--- src/rtl/dmem_arbiter.sv ---
// Two-port arbiter in front of a single-port data memory: one request in flight, one-cycle memory access, registered response.
// Accept to rsp_valid takes 2 edges (1 when misaligned); req_ready stays low until the granted port takes its response.
module dmem_arbiter #(
   parameter int REG_WIDTH = 64,
   parameter int PRIO_MODE = 0
) (
   input  logic                   clk,
   input  logic                   rst_n,
   input  logic [1:0]             req_valid,
   output logic [1:0]             req_ready,
   input  logic [1:0]             req_we,
   input  logic [1:0]             req_sign,
   input  logic [3:0]             req_width,
   input  logic [2*REG_WIDTH-1:0] req_addr,
   input  logic [2*REG_WIDTH-1:0] req_wdata,
   output logic [1:0]             rsp_valid,
   input  logic [1:0]             rsp_ready,
   output logic [REG_WIDTH-1:0]   rsp_rdata,
   output logic                   rsp_err,
   output logic                   MemRead,
   output logic                   MemWrite,
   output logic                   MemSign,
   output logic [1:0]             MemWidth,
   output logic [REG_WIDTH-1:0]   wdata,
   output logic [REG_WIDTH-1:0]   full_addr,
   input  logic [REG_WIDTH-1:0]   rdata
);

   typedef enum logic [1:0] {
      IDLE   = 2'd0,
      ACCESS = 2'd1,
      RESP   = 2'd2
   } state_e;

   typedef struct packed {
      logic                 we;
      logic                 sign;
      logic [1:0]           width;
      logic [REG_WIDTH-1:0] addr;
      logic [REG_WIDTH-1:0] wdata;
   } req_t;

   state_e               state_q, state_d;
   req_t                 req_q, req_d, win_req;
   logic                 last_grant_q, last_grant_d;
   logic                 gnt_port_q, gnt_port_d;
   logic                 rsp_err_q, rsp_err_d;
   logic [REG_WIDTH-1:0] rsp_rdata_q, rsp_rdata_d;
   logic                 win_vld, win_port, win_misaligned;
   logic                 accept, rsp_ack;

   // A tie goes to the port that was not served last, unless fixed priority is selected.
   always_comb begin
      win_vld  = |req_valid;
      win_port = 1'b0;
      case (req_valid)
         2'b10:   win_port = 1'b1;
         2'b11:   win_port = (PRIO_MODE == 1) ? 1'b0 : ~last_grant_q;
         default: win_port = 1'b0;
      endcase
   end

   always_comb begin
      win_req.we    = req_we[win_port];
      win_req.sign  = req_sign[win_port];
      win_req.width = win_port ? req_width[3:2] : req_width[1:0];
      win_req.addr  = win_port ? req_addr[2*REG_WIDTH-1:REG_WIDTH] : req_addr[REG_WIDTH-1:0];
      win_req.wdata = win_port ? req_wdata[2*REG_WIDTH-1:REG_WIDTH] : req_wdata[REG_WIDTH-1:0];
   end

   always_comb begin
      case (win_req.width)
         2'd1:    win_misaligned = win_req.addr[0];
         2'd2:    win_misaligned = |win_req.addr[1:0];
         2'd3:    win_misaligned = |win_req.addr[2:0];
         default: win_misaligned = 1'b0;
      endcase
   end

   // Gated by rst_n so ready is low throughout reset, not just after the first edge.
   assign req_ready = (state_q == IDLE && rst_n && win_vld) ? (win_port ? 2'b10 : 2'b01) : 2'b00;
   assign accept    = |(req_valid & req_ready);
   assign rsp_ack   = (state_q == RESP) && rsp_ready[gnt_port_q];

   always_ff @(posedge clk or negedge rst_n) begin
      if (!rst_n) begin
         state_q      <= IDLE;
         req_q        <= '0;
         last_grant_q <= 1'b1;
         gnt_port_q   <= 1'b0;
         rsp_err_q    <= 1'b0;
         rsp_rdata_q  <= '0;
      end else begin
         state_q      <= state_d;
         req_q        <= req_d;
         last_grant_q <= last_grant_d;
         gnt_port_q   <= gnt_port_d;
         rsp_err_q    <= rsp_err_d;
         rsp_rdata_q  <= rsp_rdata_d;
      end
   end

   always_comb begin
      state_d = state_q;
      case (state_q)
         IDLE:    if (accept) state_d = win_misaligned ? RESP : ACCESS;
         ACCESS:  state_d = RESP;
         RESP:    if (rsp_ack) state_d = IDLE;
         default: state_d = IDLE;
      endcase
   end

   // Misaligned requests are still latched; the memory strobes stay low because ACCESS is skipped.
   always_comb begin
      req_d        = req_q;
      last_grant_d = last_grant_q;
      gnt_port_d   = gnt_port_q;
      rsp_err_d    = rsp_err_q;
      rsp_rdata_d  = rsp_rdata_q;
      if (accept) begin
         req_d        = win_req;
         last_grant_d = win_port;
         gnt_port_d   = win_port;
         rsp_err_d    = win_misaligned;
         rsp_rdata_d  = '0;
      end
      if (state_q == ACCESS) begin
         rsp_rdata_d = req_q.we ? '0 : rdata;
      end
      if (rsp_ack) begin
         rsp_err_d   = 1'b0;
         rsp_rdata_d = '0;
      end
   end

   always_comb begin
      rsp_valid = 2'b00;
      if (state_q == RESP) begin
         rsp_valid[gnt_port_q] = 1'b1;
      end
      rsp_rdata = rsp_rdata_q;
      rsp_err   = rsp_err_q;
      MemRead   = (state_q == ACCESS) && !req_q.we;
      MemWrite  = (state_q == ACCESS) && req_q.we;
      MemSign   = req_q.sign;
      MemWidth  = req_q.width;
      wdata     = req_q.wdata;
      full_addr = req_q.addr;
   end

endmodule

--- config.mk ---
export PLATFORM = sky130hd
export DESIGN_NAME = dmem_arbiter
export DESIGN_NICKNAME = d
export VERILOG_FILES = /design/src/rtl/dmem_arbiter.sv
export SDC_FILE = /design/constraint.sdc
export NUM_CORES = 1
export LEC_CHECK = 0
export CAP_MARGIN = 10
export CORE_AREA = 2 2 209 211
export DETAILED_ROUTE_END_ITERATION = 6
export DIE_AREA = 0 0 211 213
export GPL_TIMING_DRIVEN = 1
export PLACE_DENSITY = 0.56
export SYNTH_ARGS = -nofsm -noshare
export SYNTH_HDL_FRONTEND = slang
export SYNTH_SLANG_ARGS = --single-unit
--- constraint.sdc ---
create_clock -name clk -period 1.82 [get_ports clk]
set_clock_uncertainty 0.1 [all_clocks]
set_input_delay 0.273 -clock clk [delete_from_list [all_inputs] [get_ports clk]]
set_output_delay 0.273 -clock clk [all_outputs]
set_load 0.05 [all_outputs]
==> metrics.md <==
| Metric | Value |
|---|---|
| Clock latency on the worst-skew pair | 0.53 ns |
| Status | finished, violations left |
| Initial antenna violation count | 1 |
| Top cell type's share of synthesized area | 49.9% |
| Post-synth ARST share | 100% |
| Core ar. | 42700 sq um |
| Worst R2R Path Depth | 6 |
| PortBufs | 535 |
| Syn_nets | 1384 |
| Flop2flop setup slack | -0.31 ns |
| Crit path to | rsp_rdata[20]$_DFFE_PN0P_ |
| Worst setup margin | -0.306 ns |
| P_leak | 0.00714 uW |
| GRT Util Overall | 17.6% |
| Critical path origin | state_q[0]$_DFFE_PN0P_ |
| DRC viols | 0 |
| IO Pins | 536 |
| Placed Cells | 1982 |
| Largest fanout on the critical path | 8 |
| Least-Margin Pin Slew | 0.530 ns |
| Most common cell in the netlist | dfrtp_1 |
| Ys flop type | dfrtp_1 |
| Htree depth | 1 |
| Most frequent cells after synthesis | dfrtp_1 (200), o21ai_0 (138), buf_4 (130) |
| RR Startpoint | state_q[0]$_DFFE_PN0P_ |
| Reg-to-reg endpoint | rsp_rdata[20]$_DFFE_PN0P_ |
| Die area | 44900 sq um |
| Post-synthesis sequential area ratio | 50.2% |
| CP Capture Type | register |
| Root Driver | clkbuf_16 |
| Die height | 213 um |
| Ranking of synthesized cells by area | dfrtp_1 (50%), buf_4 (9.7%), o211ai_1 (9.5%) |
| Final Max Slew Viols | 0 |
| Cell Area, Synth | 10000 sq um |
| Vias per Instance | 4.86 |
| Register bit total from synthesis | 201 |
| Largest net degree at the start of global routing | 122 |
| Post-Synthesis Cells | 1050 |
| Num CTS Buffers | 24 |
| DR iter-0 viols | 639 |
| Yosys warns | 0 |
| Final hold viol count | 0 |
| Maxcap violations | 0 |
| Failing checks | setup timing |
| Final std cells w/o fill | 2050 |
| RD Place Congestion | 0.830 |
| DRT Pass-1 Iters | 5 |
| Syn_area_per_cell | 9.55 sq um |
| Final instance area | 16600 sq um |
| Setup TNS | -19.12 ns |
| Die X | 211 um |
| Antenna viol nets, final | 0 |
| Tcrit/Tclk final | 117% |
| EDFF count, synth | 0 |
| PD cells | 1730 nW/um^2 |
| CTS max path bufs | 3 |
| Unique cell type count in the Yosys netlist | 29 |
| First-pass GRT wire length | 61300 um |
| TritonCTS Sinks | 201 |
| Final setup viols | 73 |
| CP startpoint kind | register |
| Worst path required time | 2.13 ns |
| Peak Freq | 470 MHz |
| Kind of critical path | reg2reg |
| Layout Area Growth over Synthesis | 65.5% |
| Starting Density | 23.5% |
| Min-Delay Path Class | in2async |
| DP Area | 15200 sq um |
| Total power draw | 28600 uW |
| Top cell type by total area after synthesis | dfrtp_1 |
| Clock transition at the registers of the reported paths | 0.06 ns |
| Via Count | 9966 |
| Fin crit period | 2.13 ns |
| Post-DP HPWL | 29600 um |
| Routed WL | 43700 um |
| Proportion of layout cells with a drive suffix above 1 | 26.0% |
| Relative slew slack | 64.7% |
| Unrepaired setup endpoints after global routing | true |
| Mean routed wirelength per cell | 21.3 um |
| CTS tree | built |
| GRT overflow | 0 |
| FP Rows | 76 |
| Worst vdd ir | 1.23 mV |
| Critical path arrival | 2.43 ns |
| Vias in the first global route | 9980 |
| Nets | 1819 |
-- state kept, by name (all words and copies together) (netlist names) --
register and count:
MemWidth 2, state_q 2, req_q 1, MemSign 1, full_addr 64, rsp_rdata 64
last_grant_q 1, gnt_port_q 1, wdata 64, rsp_err 1
-- where the power goes --
group          internal, uW  switching (uW)  total [uW]
clock                  2960            1980        4940
sequential             6260            1170        7420
combinational          5650           10600       16300
total                 14900           13800       28600
-- layer usage --
layer	global-route usage [%]	part of all wire, %
met5	0	0
met2	29.3	48
met3	5.62	8.7
met4	5.25	3.0
met1	21.7	40
-- how the worst min path moves through the flow --
| stage | end | cells past startpoint | slack, ns |
|---|---|---|---|
| final | state_q[1]$_DFFE_PN0P_ | 2 | 0.06 |
| after global routing | req_q[131]$_DFFE_PN0P_ | 2 | 0.05 |
| after detailed placement | gnt_port_q$_DFFE_PN0P_ | 1 | -0.04 |
| after global placement | gnt_port_q$_DFFE_PN0P_ | 1 | -0.04 |
| after CTS | gnt_port_q$_DFFE_PN0P_ | 2 | 0.02 |
| after floorplan | MemSign$_DFFE_PN0P_ | 0 | -0.12 |
-- critical path: stages, from the launching register on --
cell,delay [ns]
dfrtp_1,0.38
or3b_4,0.42
buf_6,0.13
buf_8,0.13
o221a_4,0.40
buf_12,0.20
a22o_1,0.21
-- cell families (layout without fill, tap and decap cells) --
group	after synthesis	after routing	synth area share, %
AO/OA/AOI/OAI	345	345	23.3
AND/OR/NAND/NOR	267	267	11.8
buffers and inverters	231	684	14.1
flip-flops	201	201	50.2
multiplexers	6	6	0.599
other	0	1	0
-- layout make-up --
type,count,area [sq um]
repair buffers,640,6270
multi-input cells,618,3800
diodes,1,2.50
clock buffers,37,711
clock inverters,7,87.6
well taps,546,683
flip-flops and latches,201,5030
fillers,4173,26100
-- placed cells by master (no fill, tap or decap), types with 2 or more instances in the layout --
| cell type | netlist | routed |
|---|---|---|
| buf_12 | 0 | 29 |
| buf_6 | 8 | 6 |
| nand3_1 | 127 | 127 |
| and2_4 | 0 | 2 |
| clkbuf_1 | 89 | 8 |
| o211ai_1 | 127 | 127 |
| buf_8 | 0 | 4 |
| clkinv_2 | 0 | 4 |
| bufinv_16 | 0 | 2 |
| o31ai_1 | 2 | 2 |
| a21o_1 | 4 | 4 |
| a211oi_1 | 2 | 2 |
| clkdlybuf4s50_1 | 0 | 332 |
| o21ai_1 | 0 | 47 |
| clkbuf_8 | 0 | 4 |
| nor2b_2 | 0 | 2 |
| dfrtp_1 | 200 | 200 |
| o21ai_4 | 0 | 2 |
| nand2_1 | 127 | 127 |
| nor2_4 | 0 | 5 |
| buf_16 | 0 | 4 |
| o21a_1 | 2 | 2 |
| a22o_1 | 64 | 64 |
| o21ai_0 | 138 | 61 |
| o21ai_2 | 0 | 28 |
| mux2i_1 | 6 | 6 |
| nand2b_4 | 0 | 2 |
| clkbuf_16 | 0 | 33 |
| buf_4 | 130 | 256 |
-- what timing repair did --
item | 4_1_cts | 5_1_grt
pin swaps | 4 | 7
endpoints found under the hold margin | 80 | 0
gates cloned | 3 | 11
hold buffers | 1 | 0
gates resized for setup | 46 | 88
setup buffers | 5 | 6
setup endpoints to repair | 7 | 287
-- per-stage QoR --
stage          utilization (%)  hold WS [ns]  setup slack, ns
3_5_place_dp              35.7       -0.0359           -0.194
4_1_cts                   38.0        0.0239           -0.335
5_1_grt                   38.9        0.0485           -0.385
6_report                  38.9        0.0606           -0.306
2_1_floorplan                -        -0.123           -0.112
3_3_place_gp              35.7       -0.0355           -0.168
Note: power is estimated with default switching activity, not from simulation.
